**config.mk**
```make
export PLATFORM = sky130hd
export DESIGN_NAME = sync_fifo
export DESIGN_NICKNAME = d
export VERILOG_FILES = /design/src/rtl/fifo_pkg.sv /design/src/rtl/sync_dpram.sv /design/src/rtl/sync_fifo.sv
export SDC_FILE = /design/constraint.sdc
export NUM_CORES = 1
export LEC_CHECK = 0
export CAP_MARGIN = 5
export CORE_ASPECT_RATIO = 0.7
export CORE_MARGIN = 2
export CORE_UTILIZATION = 58
export DETAILED_ROUTE_END_ITERATION = 8
export DONT_BUFFER_PORTS = 1
export PLACE_DENSITY_LB_ADDON = 0.15
export SETUP_SLACK_MARGIN = 0.02
export SKIP_CTS_REPAIR_TIMING = 1
export SYNTH_ARGS = -nofsm -noshare
export SYNTH_HDL_FRONTEND = slang
export SYNTH_SLANG_ARGS = --single-unit
```
**constraint.sdc**
```tcl
create_clock -name clk -period 2.8 [get_ports clk]
set_input_delay 0.56 -clock clk [delete_from_list [all_inputs] [get_ports clk]]
set_output_delay 0.56 -clock clk [all_outputs]
set_load 0.01 [all_outputs]
```
**src/rtl/fifo_pkg.sv**
```systemverilog
// Shared definitions for the FIFO family (sync and async variants):
// address, pointer and occupancy width derivation.
package fifo_pkg;

    localparam int FIFO_MIN_ADDR_WIDTH = 1;

    typedef enum logic {
        RD_MODE_STD  = 1'b0,
        RD_MODE_FWFT = 1'b1
    } rd_mode_e;

    function automatic int addr_width_f(input int depth);
        return ($clog2(depth) > FIFO_MIN_ADDR_WIDTH) ? $clog2(depth) : FIFO_MIN_ADDR_WIDTH;
    endfunction

    // Pointers carry one extra wrap bit to tell full from empty.
    function automatic int ptr_width_f(input int depth);
        return addr_width_f(depth) + 1;
    endfunction

    // Occupancy must represent 0..depth inclusive.
    function automatic int level_width_f(input int depth);
        return addr_width_f(depth) + 1;
    endfunction

endpackage

```
**src/rtl/sync_dpram.sv**
```systemverilog
// Simple dual-port RAM, one write and one read port on a single clock.
// REG_RD=1 gives a registered read (output reset to 0); REG_RD=0 a combinational read.
module sync_dpram
    import fifo_pkg::*;
#(
    parameter int DATA_WIDTH = 4,
    parameter int ADDR_WIDTH = 4,
    parameter bit REG_RD     = 1'b1
) (
    input  logic                  clk,
    input  logic                  rst_n,
    input  logic                  wr_en,
    input  logic [ADDR_WIDTH-1:0] wr_addr,
    input  logic [DATA_WIDTH-1:0] wr_data,
    input  logic                  rd_en,
    input  logic [ADDR_WIDTH-1:0] rd_addr,
    output logic [DATA_WIDTH-1:0] rd_data
);

    localparam int DEPTH = 1 << ADDR_WIDTH;

    logic [DATA_WIDTH-1:0] mem [DEPTH];

    // NOTE: the storage array has no reset; only pointers and flags define
    // validity, and a reset on the array would prevent RAM inference.
    always_ff @(posedge clk) begin
        if (wr_en) begin
            mem[wr_addr] <= wr_data;
        end
    end

    generate
        if (REG_RD) begin : g_reg_rd
            logic [DATA_WIDTH-1:0] rd_data_q;

            always_ff @(posedge clk) begin
                if (!rst_n) begin
                    rd_data_q <= '0;
                end else if (rd_en) begin
                    rd_data_q <= mem[rd_addr];
                end
            end

            assign rd_data = rd_data_q;
        end else begin : g_comb_rd
            logic unused_ok;
            assign unused_ok = &{1'b0, rst_n, rd_en};
            assign rd_data   = mem[rd_addr];
        end
    endgenerate

endmodule

```
**src/rtl/sync_fifo.sv**
```systemverilog
// Single-clock FIFO with registered level, almost-full/almost-empty flags and
// optional FWFT read. Define SYNC_FIFO_ERR_EN to build sticky overflow/underflow flags.
module sync_fifo
    import fifo_pkg::*;
#(
    parameter int DATA_WIDTH  = 4,
    parameter int FIFO_DEPTH  = 16,
    parameter int FIFO_AFULL  = FIFO_DEPTH - 1,
    parameter int FIFO_AEMPTY = 1,
    parameter int FWFT        = 0,
    localparam int ADDR_WIDTH = addr_width_f(FIFO_DEPTH)
) (
    input  logic                  clk,
    input  logic                  rst_n,
    input  logic                  wr_en,
    input  logic [DATA_WIDTH-1:0] wr_data,
    input  logic                  rd_en,
    output logic [DATA_WIDTH-1:0] rd_data,
    output logic                  rd_valid,
    output logic                  full,
    output logic                  empty,
    output logic                  afull,
    output logic                  aempty,
    output logic [ADDR_WIDTH:0]   level,
    output logic                  overflow,
    output logic                  underflow
);

    localparam int       PW      = ptr_width_f(FIFO_DEPTH);
    localparam int       LW      = level_width_f(FIFO_DEPTH);
    localparam rd_mode_e RD_MODE = (FWFT != 0) ? RD_MODE_FWFT : RD_MODE_STD;

    logic [PW-1:0] wr_ptr, rd_ptr;
    logic [LW-1:0] level_q, level_nxt;
    logic          full_q, empty_q, afull_q, aempty_q;
    logic          wr_vld, rd_vld;

    // Requests against a full/empty FIFO are dropped, so full+wr+rd pops only
    // and empty+wr+rd pushes only.
    assign wr_vld = wr_en & ~full_q;
    assign rd_vld = rd_en & ~empty_q;

    // NOTE: every variable assigned in always_comb gets its default first so
    // no path leaves it unassigned and no latch is inferred.
    always_comb begin
        level_nxt = level_q;
        level_nxt = level_nxt + LW'(wr_vld) - LW'(rd_vld);
    end

    // NOTE: sequential state uses non-blocking assignments so every register
    // samples pre-edge values regardless of statement order.
    always_ff @(posedge clk) begin
        if (!rst_n) begin
            wr_ptr   <= '0;
            rd_ptr   <= '0;
            level_q  <= '0;
            full_q   <= 1'b0;
            empty_q  <= 1'b1;
            afull_q  <= 1'b0;
            aempty_q <= 1'b1;
        end else begin
            if (wr_vld) begin
                wr_ptr <= wr_ptr + PW'(1);
            end
            if (rd_vld) begin
                rd_ptr <= rd_ptr + PW'(1);
            end
            level_q  <= level_nxt;
            full_q   <= (level_nxt == LW'(FIFO_DEPTH));
            empty_q  <= (level_nxt == '0);
            afull_q  <= (level_nxt >= LW'(FIFO_AFULL));
            aempty_q <= (level_nxt <= LW'(FIFO_AEMPTY));
        end
    end

    sync_dpram #(
        .DATA_WIDTH (DATA_WIDTH),
        .ADDR_WIDTH (ADDR_WIDTH),
        .REG_RD     (RD_MODE == RD_MODE_STD)
    ) u_ram (
        .clk     (clk),
        .rst_n   (rst_n),
        .wr_en   (wr_vld),
        .wr_addr (wr_ptr[ADDR_WIDTH-1:0]),
        .wr_data (wr_data),
        .rd_en   (rd_vld),
        .rd_addr (rd_ptr[ADDR_WIDTH-1:0]),
        .rd_data (rd_data)
    );

    generate
        if (RD_MODE == RD_MODE_STD) begin : g_std_valid
            logic rd_valid_q;

            always_ff @(posedge clk) begin
                if (!rst_n) begin
                    rd_valid_q <= 1'b0;
                end else begin
                    rd_valid_q <= rd_vld;
                end
            end

            assign rd_valid = rd_valid_q;
        end else begin : g_fwft_valid
            // The head word is on rd_data whenever anything is stored.
            assign rd_valid = ~empty_q;
        end
    endgenerate

`ifdef SYNC_FIFO_ERR_EN
    logic overflow_q, underflow_q;

    always_ff @(posedge clk) begin
        if (!rst_n) begin
            overflow_q  <= 1'b0;
            underflow_q <= 1'b0;
        end else begin
            if (wr_en && full_q) begin
                overflow_q <= 1'b1;
            end
            if (rd_en && empty_q) begin
                underflow_q <= 1'b1;
            end
        end
    end

    assign overflow  = overflow_q;
    assign underflow = underflow_q;
`else
    assign overflow  = 1'b0;
    assign underflow = 1'b0;
`endif

    assign level  = level_q;
    assign full   = full_q;
    assign empty  = empty_q;
    assign afull  = afull_q;
    assign aempty = aempty_q;

endmodule
```
==> flow_summary.json, run 1 <==
{
  "clkPwrFrac_pct": 27.3,
  "grt.total_usage_pct": 21.54,
  "grt_antenna_before_repair": 0,
  "rsz0062_at_grt": "false",
  "clk_pin_slew_ns": 0.08,
  "cp_num_cells": 9,
  "clkSinkCount": 86,
  "timing.rr.start": "full",
  "numCtsBuffers": 9,
  "r2r-end": "full",
  "status": "finished, final reports clean",
  "ys_ff_latch": 86,
  "ys_seq_area_share_pct": 64.52,
  "clk-insertion-delay-late_ns": 0.35,
  "p_leak_uw": 0.001293,
  "final.setup.tns_ns": 0,
  "area_growth_pct": 6.801,
  "cp_slowest_cell": "fa_1",
  "initial_core_util_pct": 59.47,
  "routed_via_density": 5.691,
  "syn_inst": 272,
  "setup_ws_ns": 0.3369,
  "cts.htree.levels": 3,
  "swShare_pct": 28.45,
  "yosysUniqueCellTypes": 36,
  "drv_slew": 0,
  "critical_path.max_fanout": 4,
  "finalWirelength_um": 6739,
  "ys.flop_type": "edfxtp_1",
  "setup_viol": 0,
  "drt_pass1_iterations": 4,
  "grt_start_max_net_pins": 25,
  "nNetsFinal": 292,
  "cts_tree": "built",
  "fp.dieArea_um2": 6974,
  "pwr-share-comb_pct": 20.5,
  "ant_nets": 0,
  "critical_path_arrival_ns": 2.76,
  "yosysWarnings": 0,
  "drt-initial-drc-count": 134,
  "synth.avg_cell_area_um2": 13.46,
  "final.period_utilization_pct": 87.97,
  "p_per_area_nw_per_um2": 784.6,
  "critPathKind": "flip-flop to flip-flop",
  "globalplace.congestion": 0.8037,
  "pwr-share-seq_pct": 52.2,
  "fmax_ghz": 0.4060,
  "tightest_slew_ns": 0.7413,
  "intPower_uw": 2195,
  "ys_async_sr_fraction_pct": 0,
  "crit_path_start_kind": "flip-flop",
  "die-height_um": 70.47,
  "crit_chain": "nor2b_1 > inv_1 > ha_1 > inv_1 > ha_1 > fa_1 > xor2_1 > or3_1 > and4bb_2",
  "path_buf_inv": 2,
  "p_sw_uw": 872.7,
  "critPathTopFamily": "adder cells",
  "die_x_um": 98.96,
  "n_antenna_cell": 0,
  "globalRoute.totalOverflow": 0,
  "slew_headroom_pct": 50.20,
  "crit_path_end": "full",
  "cap_violations": 0,
  "root_buffer": "clkbuf_8",
  "remaining_drc_errors": 0,
  "hold_viol": 0,
  "clockBufferDepth": 2,
  "num_vias": 2026,
  "grt_pass1_wl_um": 10650,
  "required_ns": 3.10,
  "io_buffers": 0,
  "dp_hpwl_um": 4735,
  "r2r.worst_path.cells": 9,
  "drive_gt1_share_pct": 9.353,
  "endpoint_kind": "flip-flop",
  "core_area_um2": 6156,
  "synth_edf_count": 64,
  "max_stage_delay_ns": 0.41,
  "ff2ff_setup_slack_ns": 0.34,
  "utilization_pct": 63.52,
  "fin_crit_ns": 2.463,
  "wl_per_cell_um": 18.93,
  "worstSetupStartpoint": "full",
  "syn_area_um2": 3661,
  "irDropWorstVdd_uv": 353.7,
  "ios": 24,
  "fin_hold_ws_ns": 0.2661,
  "num_rows": 24,
  "min_path_type": "input port to flip-flop",
  "place_ws_ns": 0.1577,
  "fin_skew_ns": 0.007427,
  "grt_pass1_vias": 1961
}
registers in the layout, summed over array words and instances, names as in the netlist:
| signal | count |
|---|---|
| wr_ptr | 4 |
| u_ram.mem | 64 |
| rd_ptr | 4 |
| aempty | 1 |
| afull | 1 |
| u_ram.rd_data | 4 |
| rd_valid | 1 |
| level | 5 |
| full | 1 |
| empty | 1 |
worst min path at each step:
stage | startpoint | to | slack [ns] | depth (start not counted)
after CTS | rst_n | aempty | 0.25 | 1
after global placement | u_ram.rd_data[1] | u_ram.rd_data[1] | 0.51 | 2
after floorplan | u_ram.rd_data[2] | u_ram.rd_data[2] | 0.49 | 2
after detailed placement | u_ram.rd_data[0] | u_ram.rd_data[0] | 0.51 | 2
after global routing | rst_n | aempty | 0.24 | 1
final | rst_n | aempty | 0.27 | 1
through the flow:
stage / cell area [um2] / std cells / total power [uW]
after floorplan: 3665 / 273 / 2111
after global placement: 3717 / 340 / 2251
after detailed placement: 3717 / 340 / 2255
after CTS: 3910 / 356 / 3080
after global routing: 3910 / 356 / 3231
final: 3910 / 356 / 3068
power groups by stage:
stage / logic, uW / registers (uW) / clock network, uW
finish: 628 / 1600 / 837
global route: 708 / 1620 / 905
CTS: 623 / 1600 / 852
detailed placement: 623 / 1630 / 0
global placement: 620 / 1630 / 0
floorplan: 518 / 1590 / 0
layer usage:
metal / global-route usage [%] / wire (um)
met2: 28.60 / 2738
met4: 9.132 / 118
met5: 0 / 0
met3: 6.907 / 521
met1: 32.48 / 3361
logic make-up after synthesis:
| group | share of synthesized area [%] |
|---|---|
| flops | 64.52 |
| simple gates | 12.54 |
| fa+ha+maj | 3.964 |
| mux | 8.749 |
| other cells | 0.1024 |
| buf+inv | 3.452 |
| xor+xnor | 2.598 |
| compound gates | 4.067 |
final cells by class:
| class | count | area [um2] |
|---|---|---|
| fillers | 476 | 2246 |
| clock buffers | 12 | 145.1 |
| flip-flops and latches | 86 | 2364 |
| inverters | 10 | 37.54 |
| well taps | 78 | 97.59 |
| repair buffers | 4 | 42.54 |
| clock inverters | 4 | 47.55 |
| multi-input cells | 162 | 1176 |
synthesized netlist by cell type, types with 4 or more instances:
library cell	number	area share [%]
clkbuf_1	4	0.41
inv_1	10	1.0
nand3_1	19	2.6
buf_2	5	0.68
edfxtp_1	64	52
nand4_1	7	1.2
dfxtp_1	22	12
a22oi_1	5	1.0
nand2_1	16	1.6
nor3_1	4	0.55
buf_4	5	1.0
and2_1	11	1.9
xnor2_1	8	1.9
nor2_1	17	1.7
nor2b_1	6	1.0
mux2i_1	32	8.7
ha_1	10	3.4
layout by cell type (no fill, tap or decap), types with 3 or more instances in the layout:
master    netlist  layout
dfxtp_1        22      21
edfxtp_1       64      64
and2_1         11      11
ha_1           10      10
a22oi_1         5       5
buf_4           5       3
nor3_1          4       4
nand3_1        19      19
nand2b_1        3       3
nor2_1         17      17
nand4_1         7       7
nand2_1        16      16
nor2b_1         6       6
xnor2_1         8       8
inv_1          10      10
mux2i_1        32      32
a21oi_1         3       3
clkbuf_8        0      10
No activity file was read; power rests on OpenSTA's default activity.
==> inputs of run 2 (changes only) <==
--- a/config.mk
+++ b/config.mk
@@ -5,6 +5,7 @@
 export SDC_FILE = /design/constraint.sdc
 export NUM_CORES = 1
 export LEC_CHECK = 0
+export ABC_AREA = 1
 export CAP_MARGIN = 5
 export CORE_ASPECT_RATIO = 0.7
 export CORE_MARGIN = 2
==> flow_summary.json, run 2 <==
{
  "cap_violations": 0,
  "clkSinkCount": 86,
  "ys_async_sr_fraction_pct": 0,
  "finalWirelength_um": 7360,
  "final_common_cell": "nand2_1",
  "numCtsBuffers": 9,
  "io_buffers": 0,
  "setup_viol": 0,
  "yosysTopAreaCellShare_pct": 51.39,
  "root_buffer": "clkbuf_8",
  "yosysWarnings": 0,
  "fmax_ghz": 0.4507,
  "mostFrequentLayoutCells": "123 x nand2_1, 64 x edfxtp_1, 44 x nand3_1, 35 x nor2_1, 32 x inv_1",
  "num_vias": 2464,
  "clk-insertion-delay-late_ns": 0.35,
  "syn_area_um2": 3740,
  "synth.avg_cell_area_um2": 9.920,
  "clkPwrFrac_pct": 27.6,
  "pwr-share-seq_pct": 48.7,
  "synth_common_cells": "123 x nand2_1, 64 x edfxtp_1, 44 x nand3_1",
  "worstSetupStartpoint": "full",
  "grt_pass1_vias": 2350,
  "crit_path_start_kind": "flip-flop",
  "irDropWorstVdd_uv": 387.7,
  "die-height_um": 71.19,
  "remaining_drc_errors": 0,
  "intPower_uw": 2223,
  "ys_seq_area_share_pct": 63.16,
  "routed_via_density": 5.333,
  "fin_skew_ns": 0.008843,
  "globalRoute.totalOverflow": 0,
  "initial_core_util_pct": 60.17,
  "area_growth_pct": 6.658,
  "drt-initial-drc-count": 181,
  "utilization_pct": 64.17,
  "endpoint_kind": "flip-flop",
  "multi_input_area_um2": 1145,
  "swShare_pct": 31.75,
  "synthTopCellsByArea": "edfxtp_1 51%, nand2_1 12%, dfxtp_1 12%, nand3_1 5.9%, nor2_1 3.5%",
  "largest_register_ffs": 64,
  "nNetsFinal": 398,
  "ys_ff_latch": 86,
  "place_area_um2": 3772,
  "n_antenna_cell": 0,
  "top_register": "u_ram.mem",
  "hold_viol": 0,
  "place_ws_ns": 0.4096,
  "grt_start_max_net_pins": 36,
  "layout.cells.non_filler": 462,
  "cts_tree": "built",
  "num_rows": 24,
  "syn_inst": 377,
  "status": "finished, final reports clean",
  "seq_area_um2": 2362,
  "dp_hpwl_um": 5035,
  "critical_path_arrival_ns": 2.49,
  "drive_gt1_share_pct": 7.292,
  "cts.htree.levels": 3,
  "die_x_um": 99.98,
  "yosys.area.top_type": "edfxtp_1",
  "ant_nets": 0,
  "fillers": 522,
  "critPathKind": "flip-flop to flip-flop",
  "final.setup.tns_ns": 0,
  "setup_ws_ns": 0.5811,
  "clockBufferDepth": 2,
  "timing.rr.start": "full",
  "ios": 24,
  "globalplace.congestion": 0.8143,
  "synth_edf_count": 64,
  "yosysUniqueCellTypes": 22,
  "grt.total_usage_pct": 22.75,
  "grt_pass1_wl_um": 11790,
  "drv_slew": 0,
  "p_sw_uw": 1034,
  "design_area_um2": 3989,
  "clk_pin_slew_ns": 0.08,
  "drt_pass1_iterations": 4,
  "fp.dieArea_um2": 7117,
  "min_from": "rst_n",
  "synth.most_common_cell": "nand2_1",
  "pwr-share-comb_pct": 23.7,
  "p_leak_uw": 0.001628,
  "p_per_area_nw_per_um2": 816.7,
  "final.period_utilization_pct": 79.25,
  "critical_path.max_fanout": 5,
  "grt_antenna_before_repair": 0,
  "ys.flop_type": "edfxtp_1",
  "min_path_type": "input port to flip-flop",
  "core_area_um2": 6216,
  "required_ns": 3.07,
  "place_inst": 446,
  "wl_per_cell_um": 15.93,
  "rsz0062_at_grt": "false",
  "fin_crit_ns": 2.219
}
## run 2: cell types whose count changed in the layout (fill, tap and decap cells not counted), moves of 6 or more
cell,before,now
nor2_1,17,35
nor2b_1,6,0
xnor2_1,8,0
nand3_1,19,44
mux2i_1,32,0
nand4_1,7,0
nand2_1,16,123
and2_1,11,0
inv_1,10,32
## run 2: stage by stage
stage	power [uW]	hold WS [ns]
CTS	3270	0.2541
finish	3258	0.2798
detailed placement	2369	0.5222
floorplan	2206	0.4775
global placement	2349	0.5118
global route	3466	0.2515
## run 2: power by group through the flow
stage                     Combinational (uW)  Sequential, uW  Clock (uW)
after floorplan                          612            1590           0
after global placement                   734            1610           0
after detailed placement                 754            1620           0
after CTS                                762            1590         920
after global routing                     899            1600         968
final                                    771            1590         900
## run 2: critical path, cell delays in order (launching register included)
cell     delay (ns)
dfxtp_1        0.36
nor2_1         0.15
inv_1          0.11
ha_1           0.29
inv_1          0.04
ha_1           0.20
fa_1           0.42
xor2_1         0.20
nor2_1         0.11
nand3_1        0.10
o21ai_0        0.17
## run 2: path summary, 6_finish.rpt
path / slack, ns / cells after the start / to
min reg2reg: 0.55 / 2 / wr_ptr[2]
max: 0.58 / 10 / empty
max reg2reg: 0.58 / 10 / empty
min: 0.28 / 1 / aempty
## run 2: cell type report
type,count,area share (%)
inverter,36,3.450
clock inverter,2,0.2509
clock buffer,14,5.176
sequential,86,59.22
multi-input combinational,242,28.70
timing repair buffer,4,0.7528
tap,78,2.447
## run 2: cell families (layout without fill, tap and decap cells)
| logic type | count (synthesis) | count (layout) | share of synthesized area [%] |
|---|---|---|---|
| simple gates | 213 | 213 | 24.09 |
| flops | 86 | 86 | 63.16 |
| buf+inv | 50 | 56 | 6.323 |
| compound gates | 13 | 13 | 1.740 |
| fa+ha+maj | 11 | 11 | 3.881 |
| xor+xnor | 3 | 3 | 0.7027 |
| other cells | 1 | 2 | 0.1003 |
## run 2: routing by layer
layer | GRT usage [%] | up-vias | wire length (um) | share of wire (%)
li1 | - | 1232 | - | -
met5 | 0 | - | 0 | 0
met1 | 33.40 | 1147 | 3456 | 47
met3 | 7.905 | 8 | 597 | 8.1
met2 | 32.36 | 77 | 3230 | 44
met4 | 6.697 | 0 | 75 | 1.0
==> inputs of run 3 (changes only) <==
--- a/config.mk
+++ b/config.mk
@@ -9,7 +9,7 @@
 export CAP_MARGIN = 5
 export CORE_ASPECT_RATIO = 0.7
 export CORE_MARGIN = 2
-export CORE_UTILIZATION = 58
+export CORE_UTILIZATION = 56
 export DETAILED_ROUTE_END_ITERATION = 8
 export DONT_BUFFER_PORTS = 1
 export PLACE_DENSITY_LB_ADDON = 0.15
==> constraint.sdc (replaced) <==
create_clock -name clk -period 1.8 [get_ports clk]
set_input_delay 0.36 -clock clk [delete_from_list [all_inputs] [get_ports clk]]
set_output_delay 0.36 -clock clk [all_outputs]
set_load 0.01 [all_outputs]
==> flow_summary.json, run 3 (same netlist as run 2, synthesis figures left out) <==
{
  "pwr-share-seq_pct": 43.8,
  "required_ns": 2.10,
  "top_register": "u_ram.mem",
  "setup_viol": 6,
  "critical_path.max_fanout": 3,
  "clk_pin_slew_ns": 0.08,
  "finalWirelength_um": 7713,
  "fillers": 481,
  "clk-insertion-delay-late_ns": 0.36,
  "grt.total_usage_pct": 23.28,
  "r2r-end": "empty",
  "root_buffer": "clkbuf_8",
  "clockBufferDepth": 2,
  "area_growth_pct": 11.54,
  "setup_ws_ns": -0.1556,
  "globalRoute.totalOverflow": 0,
  "clkSinkCount": 86,
  "p_sw_uw": 1947,
  "remaining_drc_errors": 0,
  "cap_violations": 0,
  "r2r.worst_path.cells": 10,
  "drt_pass1_iterations": 6,
  "seq_area_um2": 2364,
  "critPathKind": "flip-flop to flip-flop",
  "drv_slew": 0,
  "ant_nets": 0,
  "min_to": "aempty",
  "final.period_utilization_pct": 108.6,
  "hold_viol": 0,
  "largest_register_ffs": 64,
  "io_buffers": 0,
  "critical_path_arrival_ns": 2.26,
  "die-height_um": 72.37,
  "crit_chain": "nor2_4 > inv_2 > ha_4 > inv_2 > ha_4 > fa_2 > xor2_2 > nor2_1 > nand3_2 > o21ai_1",
  "core_area_um2": 6336,
  "min_path_type": "input port to flip-flop",
  "dp_hpwl_um": 5293,
  "violations": "negative setup slack",
  "status": "finished, violations left",
  "grt_pass1_wl_um": 12210,
  "p_per_area_nw_per_um2": 1346,
  "cts.htree.levels": 3,
  "ios": 24,
  "mostFrequentLayoutCells": "120 x nand2_1, 64 x edfxtp_1, 39 x nand3_1, 33 x nor2_1, 27 x inv_1",
  "irDropWorstVdd_uv": 653.6,
  "ff2ff_setup_slack_ns": -0.16,
  "cts_tree": "built",
  "crit_path_start_kind": "flip-flop",
  "fp.dieArea_um2": 7358,
  "intPower_uw": 3670,
  "cp_slowest_cell": "fa_2",
  "multi_input_area_um2": 1254,
  "path_buf_inv": 2,
  "clkPwrFrac_pct": 24.0,
  "initial_core_util_pct": 59.02,
  "nNetsFinal": 407,
  "grt_antenna_before_repair": 0,
  "rsz0062_at_grt": "true",
  "fin_skew_ns": 0.01003,
  "p_leak_uw": 0.001678,
  "grt_start_max_net_pins": 35,
  "num_rows": 24,
  "grt_pass1_vias": 2353,
  "design_area_um2": 4172,
  "endpoint_kind": "flip-flop",
  "wl_per_cell_um": 15.94,
  "die_x_um": 101.7,
  "routed_via_density": 5.219,
  "n_antenna_cell": 0,
  "min_path_cells": 1,
  "fmax_ghz": 0.5114,
  "numCtsBuffers": 9,
  "num_vias": 2526,
  "place_ws_ns": -0.2741,
  "drive_gt1_share_pct": 15.01,
  "final_common_cell": "nand2_1",
  "place_area_um2": 3924,
  "max_stage_delay_ns": 0.38,
  "fin_crit_ns": 1.956,
  "globalplace.congestion": 0.8518,
  "timing.rr.start": "full",
  "min_from": "rst_n",
  "critPathTopFamily": "adder cells",
  "pwr-share-comb_pct": 32.2,
  "drt-initial-drc-count": 217,
  "swShare_pct": 34.67
}
run 3: layout make-up:
class                   instances  share of cell area, %
clock buffers                  11                  3.389
clock inverters                 5                  1.350
inverters                      36                  3.479
multi-input cells             242                  30.05
flip-flops and latches         86                  56.66
well taps                      91                  2.729
repair buffers                 13                  2.340
run 3: worst max-delay path by stage:
stage,from,to,cells after the start
finish,full,empty,10
global route,full,full,11
CTS,full,full,10
detailed placement,wr_en,full,11
global placement,wr_en,full,11
floorplan,wr_en,full,11
run 3: metal layers:
layer | GRT usage (%) | vias up | wire [um]
met5 | 0 | - | 0
met4 | 9.159 | 0 | 98
met3 | 6.551 | 11 | 685
met2 | 30.70 | 103 | 3096
met1 | 36.18 | 1160 | 3832
li1 | - | 1252 | -
run 3: through the flow:
step,std cells,util (%),setup TNS [ns],hold WS (ns),power (uW)
after floorplan,378,-,-0.3808,0.4589,3559
after global placement,468,61.93,-0.5951,0.4269,3985
after detailed placement,468,61.93,-1.034,0.4384,4041
after CTS,484,65.05,-0.8462,0.05047,5375
after global routing,484,65.84,-0.9472,0.06116,5895
final,484,65.84,-0.5950,0.07064,5617
run 3: power groups by stage:
stage                     logic [uW]  clock network, uW  registers, uW
final                           1810               1350           2460
after floorplan                 1070                  0           2490
after global routing            1970               1440           2480
after CTS                       1550               1360           2460
after detailed placement        1540                  0           2500
after global placement          1480                  0           2510
